==> config.mk <==
export PLATFORM = sky130hd
export DESIGN_NAME = soft_depuncture_flat
export DESIGN_NICKNAME = d
export VERILOG_FILES = /design/src/rtl/soft_depuncture_if.sv /design/src/rtl/soft_depuncture.sv /design/src/flat_wrapper.sv
export SDC_FILE = /design/constraint.sdc
export NUM_CORES = 1
export LEC_CHECK = 0
export ABC_AREA = 1
export BUFFER_PORTS_ARGS = -buffer_cell sky130_fd_sc_hd__buf_2
export CORE_MARGIN = 4
export CORE_UTILIZATION = 44
export CTS_CLUSTER_SIZE = 25
export DETAILED_ROUTE_END_ITERATION = 8
export PLACE_DENSITY_LB_ADDON = 0.08
export SLEW_MARGIN = 20
export SYNTH_ARGS = -nofsm -noshare
export SYNTH_HDL_FRONTEND = slang
export SYNTH_SLANG_ARGS = --single-unit
==> constraint.sdc <==
create_clock -name iclk -period 6 [get_ports iclk]
set_input_delay 1.2 -clock iclk [delete_from_list [all_inputs] [get_ports iclk]]
set_output_delay 1.2 -clock iclk [all_outputs]
set_load 0.01 [all_outputs]
==> src/rtl/soft_depuncture_if.sv <==
// Soft depuncture stream interface: de-interleaved soft symbols in,
// paired X/Y soft values out. The source side uses master, the
// depuncturer uses slave.
interface soft_depuncture_if;
  logic       isop;
  logic       ival;
  logic       ieop;
  logic [4:0] idat;
  logic       osop;
  logic       oval;
  logic       oeop;
  logic [4:0] odat0;
  logic [4:0] odat1;
  logic       oerr;

  modport master (
    output isop, ival, ieop, idat,
    input  osop, oval, oeop, odat0, odat1, oerr
  );

  modport slave (
    input  isop, ival, ieop, idat,
    output osop, oval, oeop, odat0, odat1, oerr
  );
endinterface

==> src/rtl/soft_depuncture.sv <==
// Rate-3/4 soft depuncturer. Received order per group of four symbols is
// X1 Y1 Y2 X3 (pattern X=101, Y=110); each group yields three (X, Y)
// beats with the punctured positions filled by ERASE_VAL. Block framing
// is checked against BLK_LEN and violations raise a one-cycle oerr.
module soft_depuncture #(
  parameter int         BLK_LEN   = 1920,
  parameter logic [4:0] ERASE_VAL = 5'd0
) (
  input logic               iclk,
  input logic               irst,
  soft_depuncture_if.slave  bus
);

  localparam int                 CNT_W    = $clog2(BLK_LEN);
  localparam logic [CNT_W-1:0]   LAST_CNT = CNT_W'(BLK_LEN - 1);
  localparam logic [CNT_W-1:0]   ONE_CNT  = CNT_W'(1);
  localparam logic [0:0]         ST_IDLE  = 1'b0;
  localparam logic [0:0]         ST_RUN   = 1'b1;

  logic [0:0]       r_state;
  logic [1:0]       r_phase;
  logic [CNT_W-1:0] r_count;
  logic [4:0]       r_x;
  logic             r_osop;
  logic             r_oval;
  logic             r_oeop;
  logic             r_oerr;
  logic [4:0]       r_odat0;
  logic [4:0]       r_odat1;

  logic             w_acc;
  logic [1:0]       w_phase;
  logic [CNT_W-1:0] w_count;
  logic             w_last;
  logic             w_beat;
  logic             w_end;
  logic             w_err;
  logic [4:0]       w_d0;
  logic [4:0]       w_d1;

  // Decide whether this symbol is taken, where it sits in the block
  // (an isop always restarts at phase 0, count 0), and what it produces.
  always_comb begin
    w_acc   = bus.ival & (bus.isop | (r_state == ST_RUN));
    w_phase = bus.isop ? 2'd0 : r_phase;
    w_count = bus.isop ? '0 : r_count;
    w_last  = (w_count == LAST_CNT);
    w_beat  = w_acc & (w_phase != 2'd0);
    w_end   = w_acc & (bus.ieop | w_last);
    w_err   = w_acc & ((bus.isop & (r_state == ST_RUN)) | (bus.ieop ^ w_last));
    w_d0    = r_odat0;
    w_d1    = r_odat1;
    case (w_phase)
      2'd1: begin w_d0 = r_x;       w_d1 = bus.idat;  end
      2'd2: begin w_d0 = ERASE_VAL; w_d1 = bus.idat;  end
      2'd3: begin w_d0 = bus.idat;  w_d1 = ERASE_VAL; end
      default: ;
    endcase
  end

  // Block tracking: state, phase, symbol count and the held X1 symbol.
  always_ff @(posedge iclk or negedge irst) begin
    if (!irst) begin
      r_state <= ST_IDLE;
      r_phase <= 2'd0;
      r_count <= '0;
      r_x     <= 5'd0;
    end else if (w_acc) begin
      if (w_end) begin
        r_state <= ST_IDLE;
        r_phase <= 2'd0;
        r_count <= '0;
      end else begin
        r_state <= ST_RUN;
        r_phase <= w_phase + 2'd1;
        r_count <= w_count + ONE_CNT;
      end
      if (w_phase == 2'd0) begin
        r_x <= bus.idat;
      end
    end
  end

  // Registered output beat; data holds its last value between beats.
  always_ff @(posedge iclk or negedge irst) begin
    if (!irst) begin
      r_oval  <= 1'b0;
      r_osop  <= 1'b0;
      r_oeop  <= 1'b0;
      r_oerr  <= 1'b0;
      r_odat0 <= 5'd0;
      r_odat1 <= 5'd0;
    end else begin
      r_oval <= w_beat;
      r_osop <= w_beat & (w_count == ONE_CNT);
      r_oeop <= w_beat & w_last;
      r_oerr <= w_err;
      if (w_beat) begin
        r_odat0 <= w_d0;
        r_odat1 <= w_d1;
      end
    end
  end

  assign bus.osop  = r_osop;
  assign bus.oval  = r_oval;
  assign bus.oeop  = r_oeop;
  assign bus.oerr  = r_oerr;
  assign bus.odat0 = r_odat0;
  assign bus.odat1 = r_odat1;

endmodule

==> src/flat_wrapper.sv <==
// flat-port wrapper written by rule: the top's interface ports become plain ports
module soft_depuncture_flat 
#(
  parameter int         BLK_LEN   = 1920,
  parameter logic [4:0] ERASE_VAL = 5'd0
)
  (iclk, irst, bus_isop, bus_ival, bus_ieop, bus_idat, bus_osop, bus_oval, bus_oeop, bus_odat0, bus_odat1, bus_oerr);
  soft_depuncture_if bus_i ();
  input logic iclk;
  input logic irst;
  input wire logic [$bits(bus_i.isop)-1:0] bus_isop;
  input wire logic [$bits(bus_i.ival)-1:0] bus_ival;
  input wire logic [$bits(bus_i.ieop)-1:0] bus_ieop;
  input wire logic [$bits(bus_i.idat)-1:0] bus_idat;
  output wire logic [$bits(bus_i.osop)-1:0] bus_osop;
  output wire logic [$bits(bus_i.oval)-1:0] bus_oval;
  output wire logic [$bits(bus_i.oeop)-1:0] bus_oeop;
  output wire logic [$bits(bus_i.odat0)-1:0] bus_odat0;
  output wire logic [$bits(bus_i.odat1)-1:0] bus_odat1;
  output wire logic [$bits(bus_i.oerr)-1:0] bus_oerr;
  assign bus_i.isop = bus_isop;
  assign bus_i.ival = bus_ival;
  assign bus_i.ieop = bus_ieop;
  assign bus_i.idat = bus_idat;
  assign bus_osop = bus_i.osop;
  assign bus_oval = bus_i.oval;
  assign bus_oeop = bus_i.oeop;
  assign bus_odat0 = bus_i.odat0;
  assign bus_odat1 = bus_i.odat1;
  assign bus_oerr = bus_i.oerr;
  soft_depuncture #(.BLK_LEN(BLK_LEN), .ERASE_VAL(ERASE_VAL)) u_core (.iclk(iclk), .irst(irst), .bus(bus_i));
endmodule
-- Yosys cells after proc, flatten, opt, wreduce, memory -nomap -nowiden
Cells that the tools add are included.
- add/subtract/negate cells: 2
- multiply operators: 0
- divide/modulo/power cells: 0
- $lt $le $gt $ge: 0
- eq/ne operators: 5
- shift operators: 0
- mux-type cells: 7
- bitwise gates (word level): 11
- reductions and logical operators: 8
- operators by type and width (kind ; count):
    $mux 11 ; 2
    $pmux 5 s3 ; 1
    $add 11x1->11 const B ; 1
    $eq 11x1->1 const B ; 1
    $eq 11x11->1 const B ; 1
    $pmux 5 s2 ; 1
    $and 1x1->1 ; 7
    $reduce_and 2->1 ; 3
    $eq 2x2->1 const B ; 2
    $mux 2 ; 2
    $reduce_bool 2->1 ; 2
    $or 1x1->1 ; 3
    $reduce_bool 3->1 ; 1
    $add 2x1->2 const B ; 1
    $eq 2x1->1 const B ; 1
    $logic_not 2->1 ; 1
    $reduce_or 2->1 ; 1
    $mux 1 ; 1
    $xor 1x1->1 ; 1
- bits in registers: 33
- bits in latches: 0
- bits in writable memories: 0
- bits in read-only memories: 0
- output and inout port bits: 14
- memories: 0

-- Depth between registers and ports, before layout
Gate-level depths: netlist of the first run.
- depth after elaboration: 5
- mapped depth: 13
- mapped depth without buffers: 13

-- Worst setup path after synthesis of the first run
No wires, ideal clock.
- path type: in2reg
- from: input bus_isop
- to: register u_core.r_count[5]
- setup time: 0.123 ns
- arrival: 2.747 ns
- data required time: 5.877 ns
- path slack: 3.130 ns
- stages: 13
- cell sequence: buf_6 > nor2_1 > ha_1 > nand4_1 > nor2_2 > nand3_1 > ha_1 > inv_1 > nor2_4 > nand2_1 > nand2_1 > o21ai_1 > o21ai_1
- longest elaborated chain between the ends: 5
- RTL lines (what ; line ; text):
    start: declaration ; flat_wrapper.sv:11 ; input wire logic [$bits(bus_i.isop)-1:0] bus_isop;
    branches (longest 5 deep; another with $add 11x1->11) ; n/a ;
    end signal: assignment ; soft_depuncture.sv:76 ; r_count <= w_count + ONE_CNT;
    end: declaration ; soft_depuncture.sv:22 ; logic [CNT_W-1:0] r_count;
Parallel ways; which one is timed is not known.
A chain may end at the register's enable or synchronous reset.

-- Worst setup path after layout of the first run
Same ends and word-level chain as after synthesis.

==> results.ini, run 1 <==
[floorplan]
ios=24
dieHeight_um=70.6
rows=22
dieArea_mm2=0.00499
core-area_mm2=0.00372
start_util_pct=46.5
die_x_um=70.6

[timing]
setup_violations=0
min_period_ps=3000
fmax_ghz=0.333
timing.final.crit_share_pct=50.1
rsz0062_at_grt=no
drv_slew=0
worstMarginPinSlew_ps=726
finalHoldViolCount=0
finalHoldWorstSlack_ps=485
fin_skew_ps=2.40
fin_setup_tns_ps=0
slew_headroom_pct=51.6

[synthesis]
syn-num-nets=220
yosys.area.top_type_share_pct=47.8
ys_warn_count=0
ys_seq_area_share_pct=47.8
synth_mux_area_share_pct=0
synthSimpleGateAreaFrac_pct=23.3
synth.largest_area_cell=dfrtp_1
syn_inst=205
synth_top_family_by_area=simple AND/OR/NAND/NOR gates
synthAdderAreaFrac_pct=3.62
synth_area_per_cell_um2=8.42
synth-compound-area-share_pct=14.6
synth.area.top_cells=dfrtp_1 (48%), nand2_1 (9.3%), inv_1 (6.3%), o21ai_1 (5.8%), nand3_1 (4.9%)
synthesis.area_mm2=0.00173
synth-seq-cells=33
synth-xor-area-share_pct=1.01
ys_types=24

[worst_setup_path]
worst-setup-path-type=in2reg
required_ps=6170
critPathBufInv=2
cp_max_fo=13
cp_top_family=simple AND/OR/NAND/NOR gates
rr_startpoint=u_core.r_count[0]$_DFFE_PN0P_
critical_path_arrival_ps=3170
end_kind=register
slowest_stage=nor2_2
path_cells=buf_2 > nor2_1 > ha_1 > nand4_1 > nor2_2 > nand3_1 > ha_1 > inv_1 > nor2_4 > nand2_1 > nand2_1 > o21ai_1 > o21ai_1
slowest_delay_ps=260
crit_start=bus_isop
cp-start-kind=input pin

[clock_tree]
post_cts_resized=0
ctsHoldBuffers=0
root_buffer=clkbuf_8
clock-sinks=33
cts_setup_buffers=0
cts_buffers=5
clkTransAtPathRegs_ps=60
cts_htree_levels=2
clk_latency_ps=280
clockBufferDepth=2
cts_tree=built

[route]
met3_length_um=221
avgRoutedWirePerCell_um=13.0
wirelength_mm=3.64
viasPerCell=5.06
num_vias=1413
drt_iter0_drc=90
top_signal_layer_used=met4
dr.pass1.iters=5
detail-route-antenna-nets=0
wirelength_met1_mm=1.88
wl_met2_mm=1.47
drc=0

[global_routing]
antenna_found_initial=0
grt_start_max_net_pins=34
grt_pass1_vias=1264
grt_overflow_total=0
grt_usage_pct=15.8
grt_pass1_wl_mm=6.09

[layout]
drive_gt1_share_pct=20.8
nets=246
n_fill_cell=380
layout_common_cells=nand2_1 (43), dfrtp_1 (33), inv_1 (29)
layout_commonest_cell=nand2_1
diodes=0
area_growth_pct=12.9

[power]
cellLeakagePower_nw=0.963
vdd_drop_max_uv=115
p_per_area_mw_per_mm2=307
power.total_mw=0.598

[run]
max_cap_viol_count=0

[place]
gp_congestion=0.890
io_buffers=23
hpwl_mm=2.69

[run_status]
status=finished, final reports clean

[min_path]
min_from=u_core.bus.odat0[1]$_DFFE_PN0P_
hold_path.class=reg2reg

==> flip-flops by register name, summed over array words and instances, names as in the netlist <==
signal and count:
u_core.bus.odat0 5, u_core.bus.odat1 5, u_core.bus.oeop 1, u_core.bus.oerr 1, u_core.bus.osop 1, u_core.bus.oval 1
u_core.r_count 11, u_core.r_phase 2, u_core.r_state 1, u_core.r_x 5
==> tightest hold or removal path, cell delays in order (launching register included) <==
cell and delay, ps:
dfrtp_1 340, nand2_1 50, o21ai_1 60
==> synthesized netlist by cell type <==
library cell / instances
nor2_2: 5
nand2_1: 43
buf_6: 3
inv_4: 1
a21oi_1: 2
o31ai_2: 5
inv_1: 29
ha_1: 5
nor2_4: 2
nor2_1: 14
o22ai_1: 5
o21ai_4: 1
o21ai_1: 20
nor3_2: 1
nand2_2: 1
o21a_1: 1
inv_2: 3
dfrtp_1: 33
nand3_1: 17
nor3_1: 3
o21ai_0: 5
buf_2: 1
xor2_1: 2
nand4_1: 3
==> stage by stage <==
| step | cell area [um2] | instances | setup slack (ps) | utilization, % |
|---|---|---|---|---|
| after floorplan | 1730 | 205 | 3130 | - |
| after detailed placement | 1860 | 272 | 2730 | 50.1 |
| after global routing | 1950 | 279 | 2840 | 52.5 |
| after global placement | 1860 | 272 | 2830 | 50.1 |
| after CTS | 1950 | 279 | 3030 | 52.5 |
| final | 1950 | 279 | 3000 | 52.5 |
==> routing by layer <==
metal,track usage (%),up-vias
met4,6.89,0
met2,20.6,48
li1,-,716
met1,23.2,641
met3,5.82,8
met5,0,-
==> final timing paths <==
check	endpoint	slack [ps]	depth (start not counted)
max	u_core.r_count[5]$_DFFE_PN0P_	3000	13
min	u_core.bus.odat0[1]$_DFFE_PN0P_	480	2
max reg2reg	u_core.r_count[5]$_DFFE_PN0P_	3790	13
min reg2reg	u_core.bus.odat0[1]$_DFFE_PN0P_	480	2
max in group asynchronous	u_core.bus.odat1[0]$_DFFE_PN0P_	4570	1
min in group asynchronous	u_core.r_count[10]$_DFFE_PN0P_	970	1
==> kinds of logic after synthesis <==
group | after synthesis
adders and majority gates | 5
DFF | 33
xor gates and xnor gates | 2
buffers and inverters | 37
AOI/OAI and AO/OA | 39
and+or+nand+nor | 89
==> power by group <==
part	leakage, nW	internal [mW]	total, mW	switching, mW
registers	0.432	0.267	0.290	0.0238
logic	0.487	0.0575	0.140	0.0822
clock network	0.0443	0.0909	0.168	0.0769
total	0.963	0.415	0.598	0.183
==> area by class of cell <==
type,instances,area (um2),share of cell area (%)
timing repair buffer,23,115,5.90
tap,48,60.1,3.08
multi-input combinational,135,736,37.7
sequential,33,826,42.4
inverter,33,126,6.48
clock buffer,7,86.3,4.43
No activity file was read; power rests on OpenSTA's default activity.
==> inputs of run 2 (changes only) <==
Settings changed: ABC_AREA 1 to 0.
Clock period 6 ns to 2.46 ns, I/O delays scaled along.
==> run 2 against run 1 <==
  * Synthesized area down 0.94%
  * Critical path type is now reg2reg
  * Largest cell class is now multi-input combinational cells
  * Via count up 1.1%
  * Sequential cell count did not move
  * Die area fell by 0.85%
  * Non-clock buffer count up 7
  * Clock-buffer cell count is the same
  * Synthesized cell count is 17% lower
  * First-iteration DRC count rose by 59%
==> results.ini, run 2 <==
[synthesis]
synthesis.area_mm2=0.00171  ; -0.94%
synth_area_per_cell_um2=10.0  ; +19%
ys_seq_area_share_pct=48.3  ; +0.45 points
ys_async_sr_fraction_pct=100  ; unchanged
ys_warn_count=0  ; unchanged
syn_inst=171  ; -17%
syn-num-nets=186  ; -15%
synth.area.top_cells=dfrtp_1 (48%), o21ai_0 (8.2%), and4b_1 (4.1%), nand2b_1 (4.0%), ha_1 (3.7%)
synthTopCellsByCount=dfrtp_1 (33), o21ai_0 (28), nand2_1 (12)
yosys.area.top_type_share_pct=48.3  ; +0.45 points
synth_edf_count=0  ; unchanged
ys_types=38  ; +58%
yosysMostFrequentCell=dfrtp_1
synth.largest_area_cell=dfrtp_1
synth-seq-cells=33  ; unchanged
synth-main-ff-cell=dfrtp_1

[route]
drc=0  ; unchanged
num_vias=1428  ; +1.1%
dr.pass1.iters=4  ; -1
viasPerCell=5.78  ; +14%
avgRoutedWirePerCell_um=15.8  ; +21%
drt_iter0_drc=143  ; +59%
detail-route-antenna-nets=0  ; unchanged
wirelength_mm=3.90  ; +7.3%

[layout]
fin_cells=247  ; -11%
layout_common_cells=dfrtp_1 (33), o21ai_0 (28), buf_2 (23)
layout_commonest_cell=dfrtp_1
area_growth_pct=18.3
diodes=0  ; unchanged
largest_reg_flops=11  ; unchanged
drive_gt1_share_pct=25.1  ; +4.3 points
fin_area_mm2=0.00202  ; +3.8%
nets=214  ; -13%
regMostFlops=u_core.r_count

[clock_tree]
clockBufferDepth=2  ; unchanged
clk_latency_ps=290  ; about the same
cts_htree_levels=2  ; unchanged
clock-sinks=33  ; unchanged
cts_tree=built
cts_buffers=5  ; unchanged
post_cts_resized=0  ; unchanged
ctsHoldBuffers=0  ; unchanged
root_buffer=clkbuf_8
cts_setup_buffers=0  ; unchanged
clkTransAtPathRegs_ps=70  ; about the same

[min_path]
hold_path.class=in2async

[power]
p_per_area_mw_per_mm2=713  ; +130%
power.total_mw=1.44  ; +140%
vdd_drop_max_uv=430  ; +280%
cellLeakagePower_nw=0.953  ; -1.0%

[global_routing]
grt_start_max_net_pins=34  ; unchanged
antenna_found_initial=0  ; unchanged
grt_usage_pct=18.2  ; +2.3 points
grt_pass1_wl_mm=7.06  ; +16%
grt_pass1_vias=1424  ; +13%
grt_overflow_total=0  ; unchanged

[run]
max_cap_viol_count=0  ; unchanged

[place]
gp_congestion=0.944  ; +6.0%
io_buffers=23  ; unchanged
placed_cell_area_mm2=0.00194  ; +4.0%
dp_cells=240  ; -12%
hpwl_mm=2.86  ; +6.5%

[worst_setup_path]
end_kind=register
cp_max_fo=6  ; -7
required_ps=2610  ; -3560 ps
critical_path_arrival_ps=2320  ; -850 ps
worst-setup-path-type=reg2reg
cp-start-kind=register

[floorplan]
dieHeight_um=70.3  ; -0.42%
rows=22  ; unchanged
core-area_mm2=0.00372  ; unchanged
dieArea_mm2=0.00495  ; -0.85%
start_util_pct=46.0  ; -0.44 points
die_x_um=70.3  ; -0.42%
ios=24  ; unchanged

[timing]
fin_skew_ps=11.7  ; +9.27 ps
drv_slew=0  ; unchanged
fin_setup_tns_ps=0  ; unchanged
setup_violations=0  ; unchanged
worstMarginPinSlew_ps=714  ; -12.4 ps
finalHoldViolCount=0  ; unchanged
slew_headroom_pct=52.4  ; +0.83 points
finalHoldWorstSlack_ps=256  ; -229 ps
timing.final.crit_share_pct=88.4
fmax_ghz=0.460
rsz0062_at_grt=no
min_period_ps=2170

[run_status]
status=finished, final reports clean

[run 2: layout make-up]
type / instances / area (um2)
flip-flops and latches: 33 / 826
multi-input cells: 122 / 857
repair buffers: 30 / 168
clock buffers: 7 / 86.3
well taps: 48 / 60.1
fillers: 358 / 1690
inverters: 7 / 26.3
[run 2: worst paths after layout]
check	start	to	slack, ps	cells past startpoint
max	u_core.r_count[1]$_DFFE_PN0P_	u_core.r_count[5]$_DFFE_PN0P_	290	9
min	irst	u_core.r_count[7]$_DFFE_PN0P_	260	1
max reg2reg	u_core.r_count[1]$_DFFE_PN0P_	u_core.r_count[5]$_DFFE_PN0P_	290	9
min reg2reg	u_core.r_phase[0]$_DFFE_PN0P_	u_core.r_phase[0]$_DFFE_PN0P_	490	2
max in group asynchronous	irst	u_core.r_count[4]$_DFFE_PN0P_	1740	1
min in group iclk	bus_ival	u_core.r_state$_DFFE_PN0P_	470	2
[run 2: cell families (layout without fill, tap and decap cells)]
kind of cell | Yosys count | after routing | synth area share, %
xor gates and xnor gates | 1 | 1 | 0.512
AOI/OAI and AO/OA | 53 | 53 | 17.1
buffers and inverters | 16 | 44 | 4.24
DFF | 33 | 33 | 48.3
and+or+nand+nor | 56 | 56 | 21.7
adders and majority gates | 5 | 5 | 3.66
muxes | 7 | 7 | 4.46
[run 2: metrics by stage]
step	setup WS (ps)	util (%)
6_report	286	54.4
5_1_grt	104	54.4
4_1_cts	297	54.4
3_5_place_dp	23.5	52.1
3_3_place_gp	98.3	52.1
2_1_floorplan	9.37	-
[run 2: worst max-delay path, stage by stage, from the launching register on]
cell and delay [ps]:
dfrtp_1 500, nand2b_4 80, inv_2 60, ha_4 120, nand3_2 70, or4_4 460
ha_4 200, and4b_1 280, a31oi_1 190, a31oi_1 50
[run 2: routing by layer]
metal	GRT usage [%]	part of all wire (%)
met5	0	0
met4	7.23	1.8
met3	5.04	6.8
met2	25.8	45
met1	25.9	46
[run 2: power breakdown]
part	leakage (nW)	switching (mW)	internal, mW	total [mW]
Combinational	0.480	0.186	0.146	0.332
Sequential	0.429	0.0544	0.650	0.704
Clock	0.0443	0.184	0.222	0.406
==> inputs of run 3 (changes only) <==
Settings changed: REMOVE_ABC_BUFFERS set to 1.
==> run 3 against run 2 <==
  * Worst setup slack worse by 77 ps
  * Non-clock buffer count is 6 higher
  * Clock skew down 8.4 ps
  * Critical path depth is 1 lower
  * Die area unchanged
  * Final area up 1.7%
  * Clock-buffer cell count decreased by 1
  * Sequential share of layout area is 0.67 points lower
  * First-iteration DRC count fell by 44%
==> results.ini, run 3 (synthesized netlist as in run 2, its figures left out) <==
[worst_setup_path]
critical_path_arrival_ps=2410  ; +90 ps
cp_max_fo=6  ; unchanged
slowest_stage=or4_4
required_ps=2620  ; about the same
end_kind=register
cp-start-kind=register
critPathBufInv=0  ; -1
regToRegSetupSlack_ps=210  ; -80 ps
worst-setup-path-type=reg2reg
cp_top_family=simple AND/OR/NAND/NOR gates
path_cells=nor2b_1 > ha_1 > nand3_1 > or4_4 > ha_1 > and4b_1 > a31oi_1 > a31oi_1
slowest_delay_ps=510  ; about the same

[timing]
rsz0062_at_grt=no
worst_slack_ps=209  ; -76.9 ps
timing.final.crit_share_pct=91.5  ; +3.1 points
finalHoldViolCount=0  ; unchanged
fmax_ghz=0.444  ; -3.4%
fin_skew_ps=3.25  ; -8.42 ps
worstMarginPinSlew_ps=720  ; +5.66 ps
drv_slew=0  ; unchanged
slew_headroom_pct=52.0  ; -0.38 points
finalHoldWorstSlack_ps=255  ; -1.76 ps
setup_violations=0  ; unchanged
min_period_ps=2250  ; +76.9 ps

[global_routing]
grt_pass1_vias=1441  ; +1.2%
grt_usage_pct=17.3  ; -0.88 points
grt_start_max_net_pins=34  ; unchanged
grt_overflow_total=0  ; unchanged
antenna_found_initial=0  ; unchanged
grt_pass1_wl_mm=6.77  ; -4.1%

[floorplan]
start_util_pct=46.0  ; unchanged
core-area_mm2=0.00372  ; unchanged
dieHeight_um=70.3  ; unchanged
ios=24  ; unchanged
rows=22  ; unchanged
die_x_um=70.3  ; unchanged
dieArea_mm2=0.00495  ; unchanged

[place]
gp_congestion=0.807  ; -15%
io_buffers=23  ; unchanged
pre_cts_slack_ps=-78.8  ; -102 ps
hpwl_mm=2.79  ; -2.5%

[route]
dr.pass1.iters=4  ; unchanged
viasPerCell=5.60  ; -3.1%
drc=0  ; unchanged
detail-route-antenna-nets=0  ; unchanged
drt_iter0_drc=80  ; -44%
wirelength_mm=3.92  ; +0.51%
num_vias=1423  ; -0.35%
avgRoutedWirePerCell_um=15.4  ; -2.3%

[clock_tree]
clock-sinks=33  ; unchanged
ctsHoldBuffers=0  ; unchanged
cts_setup_buffers=0  ; unchanged
cts_tree=built
root_buffer=clkbuf_8
clockBufferDepth=2  ; unchanged
cts_htree_levels=2  ; unchanged
cts_buffers=5  ; unchanged
clkTransAtPathRegs_ps=70  ; about the same
clk_latency_ps=290  ; about the same
post_cts_resized=0  ; unchanged

[power]
p_per_area_mw_per_mm2=763  ; +7.0%
vdd_drop_max_uv=414  ; -3.8%
p_seq_share_pct=44.8  ; -4.0 points
clock_power_share_pct=34.0  ; +5.9 points
swShare_pct=28.3  ; -1.1 points
comb_power_share_pct=21.3  ; -1.7 points
p_int_mw=1.13  ; +11%
p_switching_mw=0.445  ; +4.7%
cellLeakagePower_nw=0.989  ; +3.8%

[layout]
layout_commonest_cell=dfrtp_1
layout_common_cells=dfrtp_1 (33), o21ai_0 (28), buf_2 (23)
post-route-util_pct=55.4  ; +0.91 points
drive_gt1_share_pct=25.2  ; +0.12 points
area_growth_pct=20.3
largest_reg_flops=11  ; unchanged
diodes=0  ; unchanged
regMostFlops=u_core.r_count
nets=220  ; +2.8%

[min_path]
hold_path.class=in2async

[run_status]
status=finished, final reports clean

[run]
max_cap_viol_count=0  ; unchanged

## run 3: cell types whose count changed in the layout (fill, tap and decap cells not counted), sizes merged
cell / change
clkbuf: -1
buf: +6
clkinvlp: +1
bufinv: +1
## run 3: stage by stage
step / power, mW / setup TNS [ps] / cell area [um2] / std cells
finish: 1.57 / 0 / 2060 / 254
global route: 1.66 / 0 / 2060 / 254
CTS: 1.59 / 0 / 2060 / 254
detailed placement: 1.06 / -205 / 1940 / 246
global placement: 1.04 / 0 / 1940 / 246
floorplan: 0.883 / 0 / 1660 / 162
## run 3: worst reg2reg max path, stage by stage (launching register included)
cell and delay (ps):
dfrtp_1 340, nor2b_1 190, ha_1 200, nand3_1 110, or4_4 510, ha_1 220
and4b_1 290, a31oi_1 210, a31oi_1 60
## run 3: final timing paths
| kind | cells after the start | to | startpoint |
|---|---|---|---|
| max in group asynchronous | 1 | u_core.r_count[0]$_DFFE_PN0P_ | irst |
| worst min-delay path | 1 | u_core.bus.odat0[4]$_DFFE_PN0P_ | irst |
| min in group iclk | 2 | u_core.r_state$_DFFE_PN0P_ | bus_ival |
| worst max-delay path | 8 | u_core.r_count[5]$_DFFE_PN0P_ | u_core.r_count[0]$_DFFE_PN0P_ |
| worst max register to register | 8 | u_core.r_count[5]$_DFFE_PN0P_ | u_core.r_count[0]$_DFFE_PN0P_ |
| worst min register to register | 2 | u_core.r_phase[0]$_DFFE_PN0P_ | u_core.r_phase[0]$_DFFE_PN0P_ |
## run 3: final cells by class
| type | count | area [um2] |
|---|---|---|
| Clock buffer | 6 | 82.6 |
| Clock inverter | 2 | 37.5 |
| Fill cell | 336 | 1660 |
| Inverter | 7 | 26.3 |
| Multi-Input combinational cell | 122 | 812 |
| Sequential cell | 33 | 826 |
| Tap cell | 48 | 60.1 |
| Timing Repair Buffer | 36 | 213 |
## run 3: routing by layer
layer / part of all wire, % / GRT usage (%) / vias to the layer above
met4: 2.0 / 8.94 / 0
met2: 46 / 26.3 / 37
li1: - / - / 696
met5: 0 / 0 / -
met3: 4.7 / 4.03 / 7
met1: 47 / 22.8 / 683
## run 3: power groups by stage
stage	Combinational, mW	Sequential [mW]	Clock, mW
after CTS	0.341	0.704	0.545
after global placement	0.331	0.704	0
after detailed placement	0.340	0.715	0
after floorplan	0.135	0.748	0
final	0.334	0.703	0.533
after global routing	0.376	0.719	0.570
